==> config.mk <==
export PLATFORM = sky130hd
export DESIGN_NAME = move_extractor_flat
export DESIGN_NICKNAME = d
export VERILOG_FILES = /design/src/rtl/board_pkg.sv /design/src/rtl/move_extractor_if.sv /design/src/rtl/move_extractor.sv /design/src/flat_wrapper.sv
export SDC_FILE = /design/constraint.sdc
export NUM_CORES = 1
export LEC_CHECK = 0
export ABC_AREA = 1
export BUFFER_PORTS_ARGS = -buffer_cell sky130_fd_sc_hd__clkbuf_2
export CAP_MARGIN = 20
export CORE_ASPECT_RATIO = 0.75
export CORE_MARGIN = 2
export CORE_UTILIZATION = 45
export CTS_CLUSTER_SIZE = 12
export DETAILED_ROUTE_END_ITERATION = 10
export PLACE_DENSITY = 0.69
export SETUP_SLACK_MARGIN = 0.05
export SYNTH_ARGS = -nofsm -noshare
export SYNTH_HDL_FRONTEND = slang
export SYNTH_SLANG_ARGS = --single-unit
==> constraint.sdc <==
create_clock -name clk_in -period 2.07 [get_ports clk_in]
set_clock_uncertainty 0.2 [all_clocks]
set_input_delay 0.1035 -clock clk_in [delete_from_list [all_inputs] [get_ports clk_in]]
set_output_delay 0.1035 -clock clk_in [all_outputs]
set_load 0.03 [all_outputs]
==> src/rtl/board_pkg.sv <==
// Board cell encoding, error classes and bus geometry shared by the board datapath blocks.
// Latency: none (types, constants and a combinational cell accessor only).
// Backpressure: n/a.
// Contents: CELLS/PKT_LEN/BOARD_N, cell_t, err_t, cell_at(bus, idx).
package board_pkg;

    localparam int CELLS   = 81;
    localparam int PKT_LEN = 2 * CELLS;
    localparam int BOARD_N = 9;

    typedef enum logic [1:0] {
        EMPTY = 2'b00,
        BLACK = 2'b01,
        WHITE = 2'b10,
        BAD   = 2'b11
    } cell_t;

    typedef enum logic [1:0] {
        NONE = 2'd0,
        ENC  = 2'd1,
        ADD  = 2'd2,
        REM  = 2'd3
    } err_t;

    // Cell i lives in bits [2i+1:2i] of a packed board bus.
    function automatic cell_t cell_at(input logic [PKT_LEN-1:0] bus, input int idx);
        return cell_t'(bus[2*idx +: 2]);
    endfunction

endpackage

==> src/rtl/move_extractor_if.sv <==
// Bundle between the packet receiver / game logic and move_extractor.
// Latency: none (wires only).
// Backpressure: none; rx_ready is a one-cycle pulse, results are one-cycle pulses with held payload.
// Ports: master drives rx_ready/rx_bus/board_bus; slave drives move_avail/move/move_color/pkt_err/err_code/busy.
interface move_extractor_if;
    import board_pkg::*;

    logic               rx_ready;
    logic [PKT_LEN-1:0] rx_bus;
    logic [PKT_LEN-1:0] board_bus;
    logic               move_avail;
    logic [7:0]         move;
    logic [1:0]         move_color;
    logic               pkt_err;
    logic [1:0]         err_code;
    logic               busy;

    modport master (
        output rx_ready, rx_bus, board_bus,
        input  move_avail, move, move_color, pkt_err, err_code, busy
    );

    modport slave (
        input  rx_ready, rx_bus, board_bus,
        output move_avail, move, move_color, pkt_err, err_code, busy
    );

endinterface

==> src/rtl/move_extractor.sv <==
// Diffs a received board against the local board one cell per clock and reports one legal move or an error class.
// Latency: fixed 83 cycles from rx_ready edge to the sampled result pulse; back-to-back pending packet adds 82.
// Backpressure: none; one pending slot absorbs packets arriving mid-scan, a newer arrival replaces it.
// Ports: clk_in, rst_in (async active-low), bus (move_extractor_if.slave).
module move_extractor
    import board_pkg::*;
(
    input  logic            clk_in,
    input  logic            rst_in,
    move_extractor_if.slave bus
);

    typedef enum logic [1:0] {S_IDLE, S_SCAN, S_DONE} state_t;

    state_t             state;
    logic [PKT_LEN-1:0] rx_sh;
    logic [PKT_LEN-1:0] brd_sh;
    logic [PKT_LEN-1:0] pend_dat;
    logic               pend_vld;
    logic [6:0]         idx;
    logic [1:0]         add_cnt;
    logic [7:0]         add_idx;
    cell_t              add_col;
    logic               bad_enc;
    logic               overwrite;
    logic               rem_black;
    logic               rem_white;
    logic               move_avail_r;
    logic               pkt_err_r;
    logic [7:0]         move_r;
    cell_t              move_col_r;
    err_t               err_r;

    logic  start_rx;
    logic  start_pend;
    cell_t old_c;
    cell_t new_c;

    // Both snapshots shift right every scan cycle, so the current cell is always at the LSBs.
    assign old_c = cell_at(brd_sh, 0);
    assign new_c = cell_at(rx_sh, 0);

    // A fresh rx_ready in IDLE beats an older pending packet; DONE chains straight into a pending one.
    always_comb begin
        start_rx   = 1'b0;
        start_pend = 1'b0;
        if (state == S_IDLE) begin
            if (bus.rx_ready) start_rx = 1'b1;
            else if (pend_vld) start_pend = 1'b1;
        end else if (state == S_DONE && pend_vld) begin
            start_pend = 1'b1;
        end
    end

    always_ff @(posedge clk_in or negedge rst_in) begin
        if (!rst_in) begin
            state        <= S_IDLE;
            rx_sh        <= '0;
            brd_sh       <= '0;
            pend_dat     <= '0;
            pend_vld     <= 1'b0;
            idx          <= '0;
            add_cnt      <= '0;
            add_idx      <= '0;
            add_col      <= EMPTY;
            bad_enc      <= 1'b0;
            overwrite    <= 1'b0;
            rem_black    <= 1'b0;
            rem_white    <= 1'b0;
            move_avail_r <= 1'b0;
            pkt_err_r    <= 1'b0;
            move_r       <= '0;
            move_col_r   <= EMPTY;
            err_r        <= NONE;
        end else begin
            move_avail_r <= 1'b0;
            pkt_err_r    <= 1'b0;

            case (state)
                S_IDLE: ;
                S_SCAN: begin
                    if (new_c == BAD) bad_enc <= 1'b1;
                    if (old_c == EMPTY && new_c != EMPTY) begin
                        if (add_cnt != 2'd2) add_cnt <= add_cnt + 2'd1;
                        add_idx <= {1'b0, idx};
                        add_col <= new_c;
                    end
                    if (old_c != EMPTY && new_c == EMPTY) begin
                        if (old_c == BLACK) rem_black <= 1'b1;
                        else                rem_white <= 1'b1;
                    end
                    if (old_c != EMPTY && new_c != EMPTY && new_c != old_c) overwrite <= 1'b1;
                    rx_sh  <= rx_sh  >> 2;
                    brd_sh <= brd_sh >> 2;
                    idx    <= idx + 7'd1;
                    if (idx == 7'(CELLS - 1)) state <= S_DONE;
                end
                S_DONE: begin
                    if (bad_enc) begin
                        pkt_err_r <= 1'b1;
                        err_r     <= ENC;
                    end else if (overwrite || add_cnt == 2'd2 ||
                                 (add_cnt == 2'd0 && (rem_black || rem_white))) begin
                        pkt_err_r <= 1'b1;
                        err_r     <= ADD;
                    end else if ((add_col == BLACK && rem_black) ||
                                 (add_col == WHITE && rem_white)) begin
                        // A player never captures their own stones.
                        pkt_err_r <= 1'b1;
                        err_r     <= REM;
                    end else if (add_cnt == 2'd1) begin
                        move_avail_r <= 1'b1;
                        move_r       <= add_idx;
                        move_col_r   <= add_col;
                    end
                    state <= S_IDLE;
                end
                default: state <= S_IDLE;
            endcase

            if (start_pend) pend_vld <= 1'b0;
            if (bus.rx_ready && state != S_IDLE) begin
                pend_dat <= bus.rx_bus;
                pend_vld <= 1'b1;
            end

            if (start_rx || start_pend) begin
                rx_sh     <= start_rx ? bus.rx_bus : pend_dat;
                brd_sh    <= bus.board_bus;
                idx       <= '0;
                add_cnt   <= '0;
                add_idx   <= '0;
                add_col   <= EMPTY;
                bad_enc   <= 1'b0;
                overwrite <= 1'b0;
                rem_black <= 1'b0;
                rem_white <= 1'b0;
                state     <= S_SCAN;
            end
        end
    end

    assign bus.move_avail = move_avail_r;
    assign bus.pkt_err    = pkt_err_r;
    assign bus.move       = move_r;
    assign bus.move_color = move_col_r;
    assign bus.err_code   = err_r;
    assign bus.busy       = (state != S_IDLE);

endmodule

==> src/flat_wrapper.sv <==
// flat-port wrapper written by rule: the top's interface ports become plain ports
module move_extractor_flat import board_pkg::*;
  (clk_in, rst_in, bus_rx_ready, bus_rx_bus, bus_board_bus, bus_move_avail, bus_move, bus_move_color, bus_pkt_err, bus_err_code, bus_busy);
  move_extractor_if bus_i ();
  input  logic clk_in;
  input  logic rst_in;
  input wire logic [$bits(bus_i.rx_ready)-1:0] bus_rx_ready;
  input wire logic [$bits(bus_i.rx_bus)-1:0] bus_rx_bus;
  input wire logic [$bits(bus_i.board_bus)-1:0] bus_board_bus;
  output wire logic [$bits(bus_i.move_avail)-1:0] bus_move_avail;
  output wire logic [$bits(bus_i.move)-1:0] bus_move;
  output wire logic [$bits(bus_i.move_color)-1:0] bus_move_color;
  output wire logic [$bits(bus_i.pkt_err)-1:0] bus_pkt_err;
  output wire logic [$bits(bus_i.err_code)-1:0] bus_err_code;
  output wire logic [$bits(bus_i.busy)-1:0] bus_busy;
  assign bus_i.rx_ready = bus_rx_ready;
  assign bus_i.rx_bus = bus_rx_bus;
  assign bus_i.board_bus = bus_board_bus;
  assign bus_move_avail = bus_i.move_avail;
  assign bus_move = bus_i.move;
  assign bus_move_color = bus_i.move_color;
  assign bus_pkt_err = bus_i.pkt_err;
  assign bus_err_code = bus_i.err_code;
  assign bus_busy = bus_i.busy;
  move_extractor u_core (.clk_in(clk_in), .rst_in(rst_in), .bus(bus_i));
endmodule
Word-level counts from Yosys, hierarchy flattened --
Index checks and enable logic that the tools add are counted.
Word-level totals: register bits after elaboration 526, input port bits 327, output and inout port bits 15, word-level logic and storage cells 130
Cells by class: add/subtract/negate cells 2, equal/unequal tests 14, mux-type cells 54, bitwise logic cells 3, reductions and logical operators 39
Operator list (number):
- $mux W162 | 5
- $mux W1 | 31
- $mux W2 | 12
- $mux W8 | 3
- $reduce_bool A2 Y1 | 11
- $mux W7 | 2
- $reduce_and A2 Y1 | 5
- $logic_and A1 B1 Y1 | 9
- $reduce_and A3 Y1 | 3
- $eq A2 B1 Y1 const B | 4
- $eq A2 B2 Y1 const B | 4
- $logic_not A2 Y1 | 4
- $add A7 B1 Y7 const B | 1
- $eq A7 B7 Y1 const B | 1
- $ne A2 B2 Y1 const B | 3
- $logic_or A1 B1 Y1 | 5
- $reduce_and A5 Y1 | 1
- $pmux W2 S2 | 1
- $ne A3 B1 Y1 const B | 1
- $not A1 Y1 | 3
- $reduce_bool A3 Y1 | 1
- $add A2 B1 Y2 const B | 1
- $ne A2 B2 Y1 | 1

Depth between registers and ports, before layout --
Gate-level depths: netlist (run 1).
depth after elaboration 7, mapped depth 9

Worst setup path before layout (run 1) --
No wires, ideal clock.
path type register -> register, from register u_core.state[0], to register u_core.pend_dat[0], library setup time 125 ps, data arrival time 1655 ps, data required time 1745 ps, path slack 90 ps, stages on the path, launching flop included 7, clock period less this slack 1980 ps, path through dfrtp_1 inv_2 nand2_1 nand2_1 buf_4 buf_4 mux2_2
On the way: word-level cells in the longest chain between the ends 2
RTL lines:
- start: declaration | RTL line move_extractor.sv:15 | state_t state;
- start signal: assignment | RTL line move_extractor.sv:57 | state <= S_IDLE;
- start signal: assignment | RTL line move_extractor.sv:96 | if (idx == 7'(CELLS - 1)) state <= S_DONE;
- start signal: assignment | RTL line move_extractor.sv:116 | state <= S_IDLE;
- $reduce_bool A2 Y1
- via bus_busy | RTL line flat_wrapper.sv:15 | output wire logic [$bits(bus_i.busy)-1:0] bus_busy;
- $logic_and A1 B1 Y1 | RTL line move_extractor.sv:122 | if (bus.rx_ready && state != S_IDLE) begin
- end signal: assignment | RTL line move_extractor.sv:123 | pend_dat <= bus.rx_bus;
- end: declaration | RTL line move_extractor.sv:18 | logic [PKT_LEN-1:0] pend_dat;
The timed path passes the listed nets, and every way through them passes these cells. A chain may end at the register's enable or synchronous reset.

Final worst setup path (run 1) --
from register u_core.state[0], to register u_core.rx_sh[98]
On the way: word-level cells in the longest chain between the ends 6, elaborated cells on any way between the ends 11, those cells by class eq/ne: 2; mux: 5; reduce/logical: 4
RTL lines:
- $eq A2 B2 Y1 | RTL line move_extractor.sv:50 | end else if (state == S_DONE && pend_vld) begin
- $logic_and A1 B1 Y1 | RTL line move_extractor.sv:50
- $mux W1 | RTL line move_extractor.sv:50
- $mux W1 | RTL line move_extractor.sv:47 | if (state == S_IDLE) begin
- $logic_or A1 B1 Y1 | RTL line move_extractor.sv:127 | if (start_rx || start_pend) begin
- $mux W162 / $reduce_bool A2 Y1 (equally long branches)
- end signal: assignment | RTL line move_extractor.sv:93 | rx_sh <= rx_sh >> 2;
- end signal: assignment | RTL line move_extractor.sv:128 | rx_sh <= start_rx ? bus.rx_bus : pend_dat;
- end: declaration | RTL line move_extractor.sv:16 | logic [PKT_LEN-1:0] rx_sh;
Several ways; a longest one is shown, not always the timed one.

==> results.md, run 1 <==
- For this block, the via count after detailed routing is around 22000.
- Traced cell by cell, the critical path runs through nor2_4 -> clkbuf_16 -> nand2_1 -> nand2_1 -> o21ai_0 -> nand3_1.
- For this run, the slowest stage of the critical path takes 480 ps.
- The count of buffer and inverter cells on the critical path is 1.
- Setup repair after global routing could not meet its margin everywhere.
- Synthesis inferred between 500 and 600 register bits.
- STA classifies the critical path endpoint as a flop.
- The share of the yosys chip area belonging to registers is roughly 56%.
- The number of rows in the core area is slightly above 70.
- At the pin with the least slew margin, the transition time is approximately 670 ps.
- The area enclosed by the die boundary is 0.05345 sq mm.
- The initial antenna violation count is 15.
- The final critical path takes up 96.69% of the cycle.
- The post-detailed-route DRC marker count is 0.
- Based on the critical path, the design can be clocked at up to approximately 0.50 GHz.
- The portion of total power attributed to sequential cells is about half.
- The last weighted congestion value of the routability-driven placer is between 0.8 and 0.9.
- The width of the die is 266.3 um.
- The height of the chip is between 200 and 250 um.
- The master cell of the clock root buffer is sky130_fd_sc_hd__clkbuf_16.
- The element type at the critical path start is a flop.
- The reg-to-reg setup timing slack is around 70 ps.
- The pre-antenna-repair detailed-routing pass consisted of 6 iterations.
- The setup total negative slack is 0 ps.
- Clock-pin slew was measured on the worst setup and hold paths at about 60 ps.
- The summed instance area of the synthesized netlist is around 0.023 sq mm.
- The standard cell with the maximum stage delay on the critical path is sky130_fd_sc_hd__clkbuf_16.
- In this run the remaining antenna-violating nets after routing total 0.
- Averaged over all synthesized cells, the footprint is around 9.0 sq um.
- The first global-routing pass estimated around 110000 um of wire.
- The net switching power is a little over 0.005 W.
- The initial core utilization is 45.30%.
- Buffers placed on the I/O ports in this run total 340.
- The number of enable flip-flop cells after synthesis is 0.
- The number of global-route vias before repair is roughly 22000.
- The number of cells after detailed placement is 3478.
- Entering global routing, the biggest net connects between 100 and 150 pins.
- The worst pin sits at a relative slew slack of between 50 and 60%.
- The number of standard cells after synthesis is around 2600.
- The most numerous cell on the critical path is sky130_fd_sc_hd__nand2_1.
- Sorting the synthesized cells by area gives the leading types as sky130_fd_sc_hd__dfrtp_1 56%, sky130_fd_sc_hd__nand2_1 11%, sky130_fd_sc_hd__mux2_2 6.7%.
- Dividing the detail-routed via count by the number of cells gives about 5.5.
- Yosys mapped the design onto 28 distinct sky130hd cell types.
- The fraction of final layout cells sized beyond drive strength 1 is roughly a fifth.
- The routed wire length is 71710 um.
- After global routing the overflow that remains totals 0.
- The clock period could shrink to 2002 ps.
- The clock network burns 42.3% of the power.
- The data arrival time of the worst path is 2350 ps.
- The logic depth of the worst setup path including buffers is 6.
- The share of the core filled with cells in the final layout is about three fifths.
- The total count of hold-check failures in the final report came to 0.
- The detailed router's first-iteration violation count is ~2000.
- The synthesized netlist net count is slightly below 3000.
- The launch point of the worst reg-to-reg path is u_core.state[0]$_DFFE_PN0P_.
- The top fanout value on the critical path is roughly 140.
- The critical path in this run is classified as reg2reg.
- The total of warnings raised by yosys is 0.
- The TritonCTS clock tree is done.
- VDD sags by at most roughly 0.66 mV.
- The flow ran to the end, and the final reports show no timing, DRC or antenna violations.
- The total global-route track usage is between 20% and 30%.
- The signed area change from the synthesized netlist to the final layout is 34.56%.
- The share of synthesized flip-flops with an asynchronous set or reset is 100.0%.
- The HPWL after detailed placement is 41740 um.
- By count the netlist is led by 710 x sky130_fd_sc_hd__nand2_1, 524 x sky130_fd_sc_hd__dfrtp_1, 198 x sky130_fd_sc_hd__nor2_1.
- Of all cell types, the one taking the most synthesized area is sky130_fd_sc_hd__dfrtp_1.
- Counting along the longest clock path gives a buffer depth of 3.
- The non-filler instance count after layout is 3911.
- The count of endpoints failing setup in the final report is 0.
- After floorplanning, the core was sized to cover between 0.05 and 0.06 sq mm.
- Internal power comes to 0.01694 W.
- The share of total power dissipated in combinational logic is ~8.4%.
- The endpoint required time on the critical path is approximately 2400 ps.
- Of the post-synthesis cell area, the dominant cell type holds 56.47%.
- The analysis attributes to cell leakage a power of 14.53 nW.
- The number of nets at the end of the flow is about 3500.
- Among cell families on the critical path, the largest total delay comes from simple AND/OR/NAND/NOR gates.
- The number of ports placed on the die boundary is 342.
- The most common cell in the synthesized netlist is sky130_fd_sc_hd__nand2_1.
- The total CTS buffers is between 50 and 60.
- In this run the power density over the cells is 706.5 mW/mm^2.
- Before CTS, the worst setup slack after placement is a little under 80 ps.
- The clock sink count is roughly 520.
- Setup slack closes at between 60 and 70 ps.
- The endpoint identified for the worst register-to-register timing path is u_core.rx_sh[98]$_DFFE_PN0P_.
- In the synthesized netlist the dominant register cell turns out to be sky130_fd_sc_hd__dfrtp_1.
- In this run the number of H-tree levels came out at 2.
- The clock insertion delay at the later pin of the skew report is slightly above 600 ps.
- The number of max-cap violations is 0.
- Of the total power, the share spent switching nets is 23.28%.
- The number of slew-limit violations in the final report was 0.
- The type of the worst min-delay path is in2async.
- In the final routed layout, each cell accounts on average for ~18 um.
- The worst reg2reg path depth is 6.
==> timing repair <==
item / in CTS / in global routing
endpoints found under the setup margin: 0 / 394
setup buffers: 0 / 4
gates resized for setup: 0 / 10
hold buffers: 327 / 0
hold endpoints to repair: 1011 / 0
==> stage by stage <==
step | total power [W] | hold WS, ps | cell area, sq um
CTS | 0.02222 | 24.44 | 31030
global placement | 0.01229 | -139.0 | 26110
finish | 0.02207 | 60.93 | 31240
global route | 0.02288 | 68.94 | 31240
detailed placement | 0.01236 | -144.0 | 26110
floorplan | 0.01154 | -392.1 | 23220
==> worst max path at each step <==
| stage | startpoint | end |
|---|---|---|
| 2_1_floorplan | u_core.state[0]$_DFFE_PN0P_ | u_core.pend_dat[0]$_DFFE_PN0P_ |
| 3_3_place_gp | u_core.state[0]$_DFFE_PN0P_ | u_core.pend_dat[124]$_DFFE_PN0P_ |
| 3_5_place_dp | u_core.state[0]$_DFFE_PN0P_ | u_core.pend_dat[112]$_DFFE_PN0P_ |
| 4_1_cts | u_core.state[0]$_DFFE_PN0P_ | u_core.rx_sh[20]$_DFFE_PN0P_ |
| 5_1_grt | u_core.state[0]$_DFFE_PN0P_ | u_core.rx_sh[130]$_DFFE_PN0P_ |
| 6_report | u_core.state[0]$_DFFE_PN0P_ | u_core.rx_sh[98]$_DFFE_PN0P_ |
==> kinds of logic after synthesis <==
group | after synthesis | synth area share, %
DFF | 524 | 56.47
and+or+nand+nor | 1212 | 22.05
adders and majority gates | 5 | 0.2694
other | 1 | 0.01615
muxes | 139 | 6.741
buffers and inverters | 242 | 4.607
AOI/OAI and AO/OA | 454 | 9.840
==> metal layers <==
layer / track usage, % / vias to the layer above / part of all wire (%)
met5: 0 / - / 0.071
met4: 12.00 / 8 / 4.3
met3: 5.275 / 254 / 6.8
met2: 41.53 / 920 / 47
met1: 35.08 / 10482 / 42
li1: - / 9897 / -
==> registers in the layout, indices dropped and copies added, names as in the netlist, 2 cells and up <==
signal	cells
u_core.brd_sh	162
u_core.add_cnt	2
u_core.pend_dat	162
u_core.rx_sh	162
u_core.bus.move	7
u_core.bus.move_color	2
u_core.add_idx	7
u_core.add_col	2
u_core.state	2
u_core.idx	7
u_core.bus.err_code	2
==> cell type report <==
type / count / area [sq um]
flip-flops and latches: 524 / 13110
well taps: 666 / 833.3
clock buffers: 78 / 1500
diodes: 12 / 30.03
repair buffers: 753 / 6329
clock inverters: 8 / 146.4
multi-input cells: 1811 / 9060
fillers: 4019 / 20020
inverters: 59 / 231.5
==> power groups by stage <==
stage / registers, W / clock network [W] / logic (W)
floorplan: 0.0110 / 0 / 0.000547
global placement: 0.0110 / 0 / 0.00126
detailed placement: 0.0110 / 0 / 0.00131
CTS: 0.0109 / 0.00952 / 0.00184
global route: 0.0109 / 0.00994 / 0.00202
finish: 0.0109 / 0.00934 / 0.00185
==> placed cells by master, fill, tap and decap left out, drive strengths merged <==
cell type,count
clkinv,4
ha,5
clkinvlp,1
inv,60
nor3b,1
buf,83
nand4,117
nand3,180
diode,12
nor3,2
mux2,139
dlygate4sd3,326
nand2,711
o211ai,2
conb,1
o21ai,259
clkbuf,422
a21oi,190
nor2,201
bufinv,2
a21boi,1
dfrtp,524
a22oi,2
==> worst reg2reg max path: stages, from the launching register on <==
cell	delay (ps)
sky130_fd_sc_hd__dfrtp_2	460
sky130_fd_sc_hd__nor2_4	150
sky130_fd_sc_hd__clkbuf_16	480
sky130_fd_sc_hd__nand2_1	310
sky130_fd_sc_hd__nand2_1	90
sky130_fd_sc_hd__o21ai_0	120
sky130_fd_sc_hd__nand3_1	130
(Power assumes the default switching activity.)
==> run 2, diff against run 1 <==
Settings changed: CORE_ASPECT_RATIO 0.75 to 1.75, CTS_BUF_LIST from default to sky130_fd_sc_hd__clkbuf_8, CTS_CLUSTER_DIAMETER from default to 120.
==> results.md, run 2 (same netlist as run 1, synthesis figures left out) <==
- The clock-pin slew on the worst setup and hold paths came to 80 ps (+20 ps).
- The maximum level of the CTS H-tree came to 2 (unchanged).
- The number of slew-limit violations in the final report is 0 (unchanged).
- The worst-margin pin slew is 694.6 ps (+24.67 ps).
- The largest registers in the layout are u_core.brd_sh: 162 flops, u_core.pend_dat: 162 flops, u_core.rx_sh: 162 flops.
- The number of nets at the end of the flow is 3539 (+0.14%).
- The maximum clock path buffer count is 3 (unchanged).
- The worst vdd rail ir drop is 0.6407 mV (-3.2%).
- The total count of hold-check failures in the final report is 0 (unchanged).
- The data arrival time of the worst path is 2270 ps (-80 ps).
- In the layout the commonest cells are 709 x sky130_fd_sc_hd__nand2_1, 524 x sky130_fd_sc_hd__dfrtp_1, 339 x sky130_fd_sc_hd__clkbuf_2.
- Compared with the post-synthesis result, the final layout area differs by 30.74%.
- The element type at the critical path start is a flop.
- The initial antenna violation count is 5 (-10).
- The initial core utilization came to 45.35% (+0.053 points).
- The global-route wire length before repair is 109200 um (-4.4%).
- The fraction of final layout cells sized beyond drive strength 1 is 19.91% (-0.10 points).
- The total global-route track usage came to 24.75% (-1.5 points).
- The combinational share of power is 9.9% (+1.5 points).
- The core region area is 0.05120 sq mm (-0.12%).
- The highest attainable clock frequency is 0.5104 GHz (+2.2%).
- The height of the chip is 304.5 um (+52%).
- The final critical path time including I/O delays and setup is 1959 ps (-42.14 ps).
- The clock insertion delay at the later pin of the skew report is 620 ps (about the same).
- The area enclosed by the die boundary came to 0.05350 sq mm (+0.10%).
- The average vias per placed instance was 5.436 (-1.4%).
- The final global-route overflow total is 0 (unchanged).
- The clock sink count is 524 (unchanged).
- The number of max-cap violations was 0 (unchanged).
- The met3 routed wirelength is 4606 um (-5.0%).
- The via total after detailed routing came to 21118 (-2.1%).
- The tree is rooted in a sky130_fd_sc_hd__clkbuf_8.
- The power per cell area was 605.1 mW/mm^2 (-14%).
- The length of the first detailed-routing pass in iterations is 6 (unchanged).
- The cell leakage power is 14.13 nW (-2.8%).
- The number of global-route vias before repair came to 21862 (+0.50%).
- The run finished with clean final reports.
- The number of ports placed on the die boundary is 342 (unchanged).
- The routed wire length is 67950 um (-5.2%).
- The final routed wire length divided by cell count is 17.49 um (-4.6%).
- The storage element area is 0.01311 sq mm (about the same).
- The total CTS buffers is 49 (-7.5%).
- The routed metal-1 wire length came to 26640 um (-11%).
- The cell internal power dissipation is 0.01399 W (-17%).
- The net switching fraction of the power is 23.85% (+0.57 points).
- The count of fill cells added during filler insertion is 4154 (+3.4%).
- The detailed router's first-iteration violation count is 1747 (-14%).
- The highest routing layer actually used is met5.
- The buffers inserted during post-CTS setup optimization is 0 (unchanged).
- The count of endpoints failing setup in the final report is 0 (unchanged).
- The type of the setup path with the least slack is reg2reg.
- Leaving out fill and tap cells, the most frequent cell in the layout is sky130_fd_sc_hd__nand2_1.
- The last weighted congestion value of the routability-driven placer is 0.8273 (-5.1%).
- The worst max-slew margin expressed relative to the limit was 53.69% (-1.6 points).
- The setup total negative slack is 0 ps (unchanged).
- The HPWL after detailed placement is 41440 um (-0.72%).
- Setup repair after global routing could not meet its margin everywhere.
- The TritonCTS clock tree is done.
- The net switching power came to 0.004381 W (-15%).
- The total met2 wirelength after detailed routing is 34280 um (+1.4%).
- The multi-input gate area in the final layout is 0.009067 sq mm (about the same).
- The pin count of the biggest net entering global routing is 140 (unchanged).
- The total design power is 0.01837 W (-17%).
- The antenna violation net count after detailed routing is 0 (unchanged).
- The top fanout value on the critical path is 42 (-70%).
- The post-route fraction of the period consumed by the critical path is 94.66% (-2.0 points).
- The number of buffers added on ports came to 340 (unchanged).
- The endpoint required time on the critical path is 2380 ps (-40 ps).
- The type of the worst min-delay path is in2reg.
- The portion of total power attributed to sequential cells was 59.1% (+9.8 points).
- The clock network power share is 31.0% (-11 points).
- The number of rows in the core area is 110 (+53%).
- The width of the die is 175.7 um (-34%).
- The post-detailed-route DRC marker count was 0 (unchanged).
- STA classifies the critical path endpoint as a flop.
run 2: changes by cell type in the layout (fill, tap and decap cells not counted), sizes merged:
| cell | previous run | this run |
|---|---|---|
| inv | 60 | 59 |
| bufinv | 2 | 1 |
| dlygate4sd3 | 326 | 329 |
| buf | 83 | 91 |
| clkbuf | 422 | 393 |
| clkinv | 4 | 0 |
| diode | 12 | 4 |
run 2: area by class of cell:
cell class,count,area share (%)
Multi-Input combinational cell,1811,29.87
Timing Repair Buffer,762,20.95
Sequential cell,524,43.20
Clock buffer,51,2.312
Clock inverter,2,0.1237
Inverter,59,0.7460
Tap cell,672,2.770
Antenna cell,4,0.03297
run 2: power by group through the flow:
stage               sequential, W  combinational [W]  clock (W)
floorplan                  0.0110           0.000547          0
global placement           0.0110            0.00124          0
detailed placement         0.0111            0.00129          0
CTS                        0.0108            0.00181    0.00592
global route               0.0109            0.00200    0.00626
finish                     0.0109            0.00181    0.00570
run 2: stage by stage:
step | worst slack, ps | hold slack [ps] | area (sq um) | cells | utilization [%]
after global placement | 157.7 | -153.5 | 26170 | 3495 | 51.11
after CTS | 107.2 | 10.74 | 30220 | 3878 | 59.03
after global routing | 29.12 | 50.53 | 30350 | 3884 | 59.29
after floorplan | 90.25 | -392.1 | 23220 | 2577 | -
after detailed placement | 114.5 | -143.3 | 26170 | 3495 | 51.11
final | 110.6 | 65.69 | 30360 | 3885 | 59.29
run 2: worst paths after layout:
kind                                           startpoint                          endpoint  slack, ps  depth (start not counted)
max                           u_core.state[0]$_DFFE_PN0P_     u_core.brd_sh[26]$_DFFE_PN0P_        110                          8
min                                       bus_rx_bus[120]     u_core.rx_sh[120]$_DFFE_PN0P_         70                          4
max reg2reg                   u_core.state[0]$_DFFE_PN0P_     u_core.brd_sh[26]$_DFFE_PN0P_        110                          8
min reg2reg                u_core.bus.move[1]$_DFFE_PN0P_    u_core.bus.move[1]$_DFFE_PN0P_        280                          2
max in group asynchronous                          rst_in  u_core.pend_dat[155]$_DFFE_PN0P_        650                          4
min in group asynchronous                          rst_in     u_core.brd_sh[72]$_DFFE_PN0P_        500                          4
run 2: routing by layer:
layer / vias up / global-route usage (%)
met4: 4 / 8.822
met3: 167 / 4.104
met1: 10260 / 30.18
li1: 9823 / -
met2: 864 / 43.95
met5: - / 0
run 2: critical path: stages (launching register included):
cell and delay, ps:
sky130_fd_sc_hd__dfrtp_1 440, sky130_fd_sc_hd__inv_2 120, sky130_fd_sc_hd__nand3_4 110, sky130_fd_sc_hd__nand2_8 130
sky130_fd_sc_hd__nor2_4 170, sky130_fd_sc_hd__buf_12 190, sky130_fd_sc_hd__buf_16 210, sky130_fd_sc_hd__nand2_1 130
sky130_fd_sc_hd__o21ai_0 130
run 2: what timing repair did:
action                                   CTS  global route
hold endpoints to repair                1011             0
endpoints found under the setup margin     0            45
hold buffers                             330             0
resized for setup                          0            11
==> run 3, diff against run 2 <==
Settings changed: CELL_PAD_IN_SITES_DETAIL_PLACEMENT from default to 0, CELL_PAD_IN_SITES_GLOBAL_PLACEMENT from default to 1, CORE_UTILIZATION 45 to 44, CTS_BUF_LIST sky130_fd_sc_hd__clkbuf_8 to default, PLACE_DENSITY 0.69 to 0.85, TNS_END_PERCENT from default to 50.
==> results.md, run 3 (same netlist as run 1, synthesis figures left out) <==
- The post-detailed-route DRC marker count is 0 (unchanged).
- The number of ports placed on the die boundary was 342 (unchanged).
- The initial core utilization is 44.46% (-0.89 points).
- The routed wire length was 68410 um (+0.67%).
- The final global-route overflow total was 0 (unchanged).
- The final routed wire length divided by cell count was 17.54 um (+0.26%).
- The data arrival time of the worst path is 2220 ps (-50 ps).
- The length of the first detailed-routing pass in iterations is 6 (unchanged).
- The count of endpoints failing setup in the final report came to 0 (unchanged).
- The post-route fraction of the period consumed by the critical path is 93.46% (-1.2 points).
- The signed area change from the synthesized netlist to the final layout is 33.24%.
- The total count of hold-check failures in the final report was 0 (unchanged).
- The fraction of final layout cells sized beyond drive strength 1 is 20.03% (+0.12 points).
- The reg-to-reg setup timing slack is 140 ps (+20 ps).
- The type of the setup path with the least slack is reg2reg.
- The master cell of the clock root buffer is sky130_fd_sc_hd__clkbuf_16.
- The highest attainable clock frequency came to 0.5169 GHz (+1.3%).
- The number of slew-limit violations in the final report came to 0 (unchanged).
- The top fanout value on the critical path is 44 (+4.8%).
- The antenna violation net count after detailed routing was 0 (unchanged).
- The TritonCTS clock tree is done.
- The number of global-route vias before repair is 21862 (unchanged).
- In the layout the commonest cells are 709 x sky130_fd_sc_hd__nand2_1, 524 x sky130_fd_sc_hd__dfrtp_1, 339 x sky130_fd_sc_hd__clkbuf_2.
- The clock-pin slew on the worst setup and hold paths is 70 ps (about the same).
- The number of buffers added on ports is 340 (unchanged).
- The setup total negative slack was 0 ps (unchanged).
- The worst max-slew margin expressed relative to the limit is 60.83% (+7.1 points).
- The maximum level of the CTS H-tree is 2 (unchanged).
- The initial antenna violation count is 10 (+5).
- The core region area is 0.05222 sq mm (+2.0%).
- The number of rows in the core area came to 111 (+0.91%).
- The final cell area excluding filler cells is 0.03094 sq mm (+1.9%).
- The height of the chip is 307.9 um (+1.1%).
- The worst hold endpoint is u_core.rx_sh[75]$_DFFE_PN0P_.
- The number of nets at the end of the flow is 3546 (+0.20%).
- The reg-to-reg endpoint is u_core.brd_sh[90]$_DFFE_PN0P_.
- The detailed router's first-iteration violation count is 1501 (-14%).
- The launch point of the worst path is u_core.state[0]$_DFFE_PN0P_.
- The total CTS buffers is 49 (unchanged).
- The pin count of the biggest net entering global routing was 113 (-19%).
- The endpoint kind of the worst setup timing path is a flop.
- The final critical path time including I/O delays and setup is 1935 ps (-24.72 ps).
- The worst-margin pin slew is 587.5 ps (-107.1 ps).
- The launch point of the worst reg-to-reg path is u_core.state[0]$_DFFE_PN0P_.
- The worst vdd rail ir drop is 0.7172 mV (+12%).
- The HPWL after detailed placement came to 43180 um (+4.2%).
- The last weighted congestion value of the routability-driven placer is 0.8542 (+3.3%).
- The maximum clock path buffer count is 3 (unchanged).
- The worst reg2reg path depth was 7 (-1).
- The clock insertion delay at the later pin of the skew report is 580 ps (-40 ps).
- Leaving out fill and tap cells, the most frequent cell in the layout is sky130_fd_sc_hd__nand2_1.
- The area enclosed by the die boundary is 0.05470 sq mm (+2.2%).
- Setup repair after global routing could not meet its margin everywhere.
- The flow ran to the end, and the final reports show no timing, DRC or antenna violations.
- The largest registers in the layout are u_core.brd_sh: 162 flops, u_core.pend_dat: 162 flops, u_core.rx_sh: 162 flops.
- The number of max-cap violations is 0 (unchanged).
- The total global-route track usage is 24.68% (-0.074 points).
- The average vias per placed instance is 5.414 (-0.40%).
- The via total after detailed routing is 21121 (+0.014%).
- The startpoint of the worst hold path is bus_rx_bus[75].
- The global-route wire length before repair was 109800 um (+0.59%).
- The power per cell area was 673.7 mW/mm^2 (+11%).
- The path class of the tightest hold or removal check is in2reg.
- The clock sink count is 524 (unchanged).
- The cell leakage power is 14.41 nW (+2.0%).
- The width of the die came to 177.7 um (+1.1%).
- The worst setup path is launched from a flop.
- The cell area after placement is 0.02625 sq mm (+0.32%).
- The endpoint required time on the critical path is 2360 ps (-20 ps).
- The hold path depth came to 4 (unchanged).
-- run 3: changes by cell type in the layout (fill, tap and decap cells not counted), sizes merged --
cell         before  now
clkbuf          393  391
dlygate4sd3     329  327
clkinvlp          1    0
clkinv            0    1
diode             4    8
buf              91  101
-- run 3: layout make-up --
class / count / area (sq um)
antenna: 8 / 20.02
clock buffer: 50 / 1251
clock inverter: 2 / 46.29
fill: 4350 / 21280
inverter: 59 / 229.0
multi-input combinational: 1811 / 9060
sequential: 524 / 13110
tap: 678 / 848.3
timing repair buffer: 769 / 6370
-- run 3: critical path, stage by stage, from the launching register on --
cell and delay [ps]:
sky130_fd_sc_hd__dfrtp_1 430, sky130_fd_sc_hd__inv_2 170, sky130_fd_sc_hd__nand3_4 160, sky130_fd_sc_hd__nand2_8 130, sky130_fd_sc_hd__buf_16 240, sky130_fd_sc_hd__buf_6 240, sky130_fd_sc_hd__a21oi_1 90, sky130_fd_sc_hd__o21ai_1 170
-- run 3: timing repair --
action / in CTS / in global routing
hold buffers: 327 / 0
endpoints found under the hold margin: 1000 / 0
setup buffers: 0 / 1
resized for setup: 0 / 6
endpoints found under the setup margin: 0 / 39
-- run 3: how the worst max path moves through the flow --
stage,depth (start not counted),end,slack (ps)
floorplan,6,u_core.pend_dat[0]$_DFFE_PN0P_,90
global route,8,u_core.rx_sh[157]$_DFFE_PN0P_,20
CTS,8,u_core.rx_sh[157]$_DFFE_PN0P_,120
global placement,8,u_core.rx_sh[156]$_DFFE_PN0P_,160
detailed placement,7,u_core.rx_sh[25]$_DFFE_PN0P_,150
finish,7,u_core.brd_sh[90]$_DFFE_PN0P_,140
-- run 3: report_power, final --
part	internal (W)	switching (W)	leakage [nW]	total, W
registers	0.0107	0.000223	6.42	0.0109
logic	0.00103	0.000786	7.35	0.00181
clock network	0.00437	0.00379	0.637	0.00815
total	0.0160	0.00479	14.4	0.0208
-- run 3: metrics by stage --
stage                     power, W  worst slack [ps]  hold slack (ps)  util (%)  std cells
after floorplan            0.01154             90.25           -392.1         -       2577
after CTS                  0.02109             120.5            51.75     59.03       3890
after global placement     0.01229             163.9           -111.0     50.27       3511
after global routing       0.02163             21.07            88.40     59.24       3900
final                      0.02084             135.3            100.9     59.24       3901
after detailed placement   0.01236             153.4           -103.5     50.27       3511
-- run 3: per-layer routing --
layer,share of wire (%),global-route usage [%]
met2,50,43.54
met1,40,29.43
met3,6.0,4.191
met4,4.0,10.43
met5,0.056,0
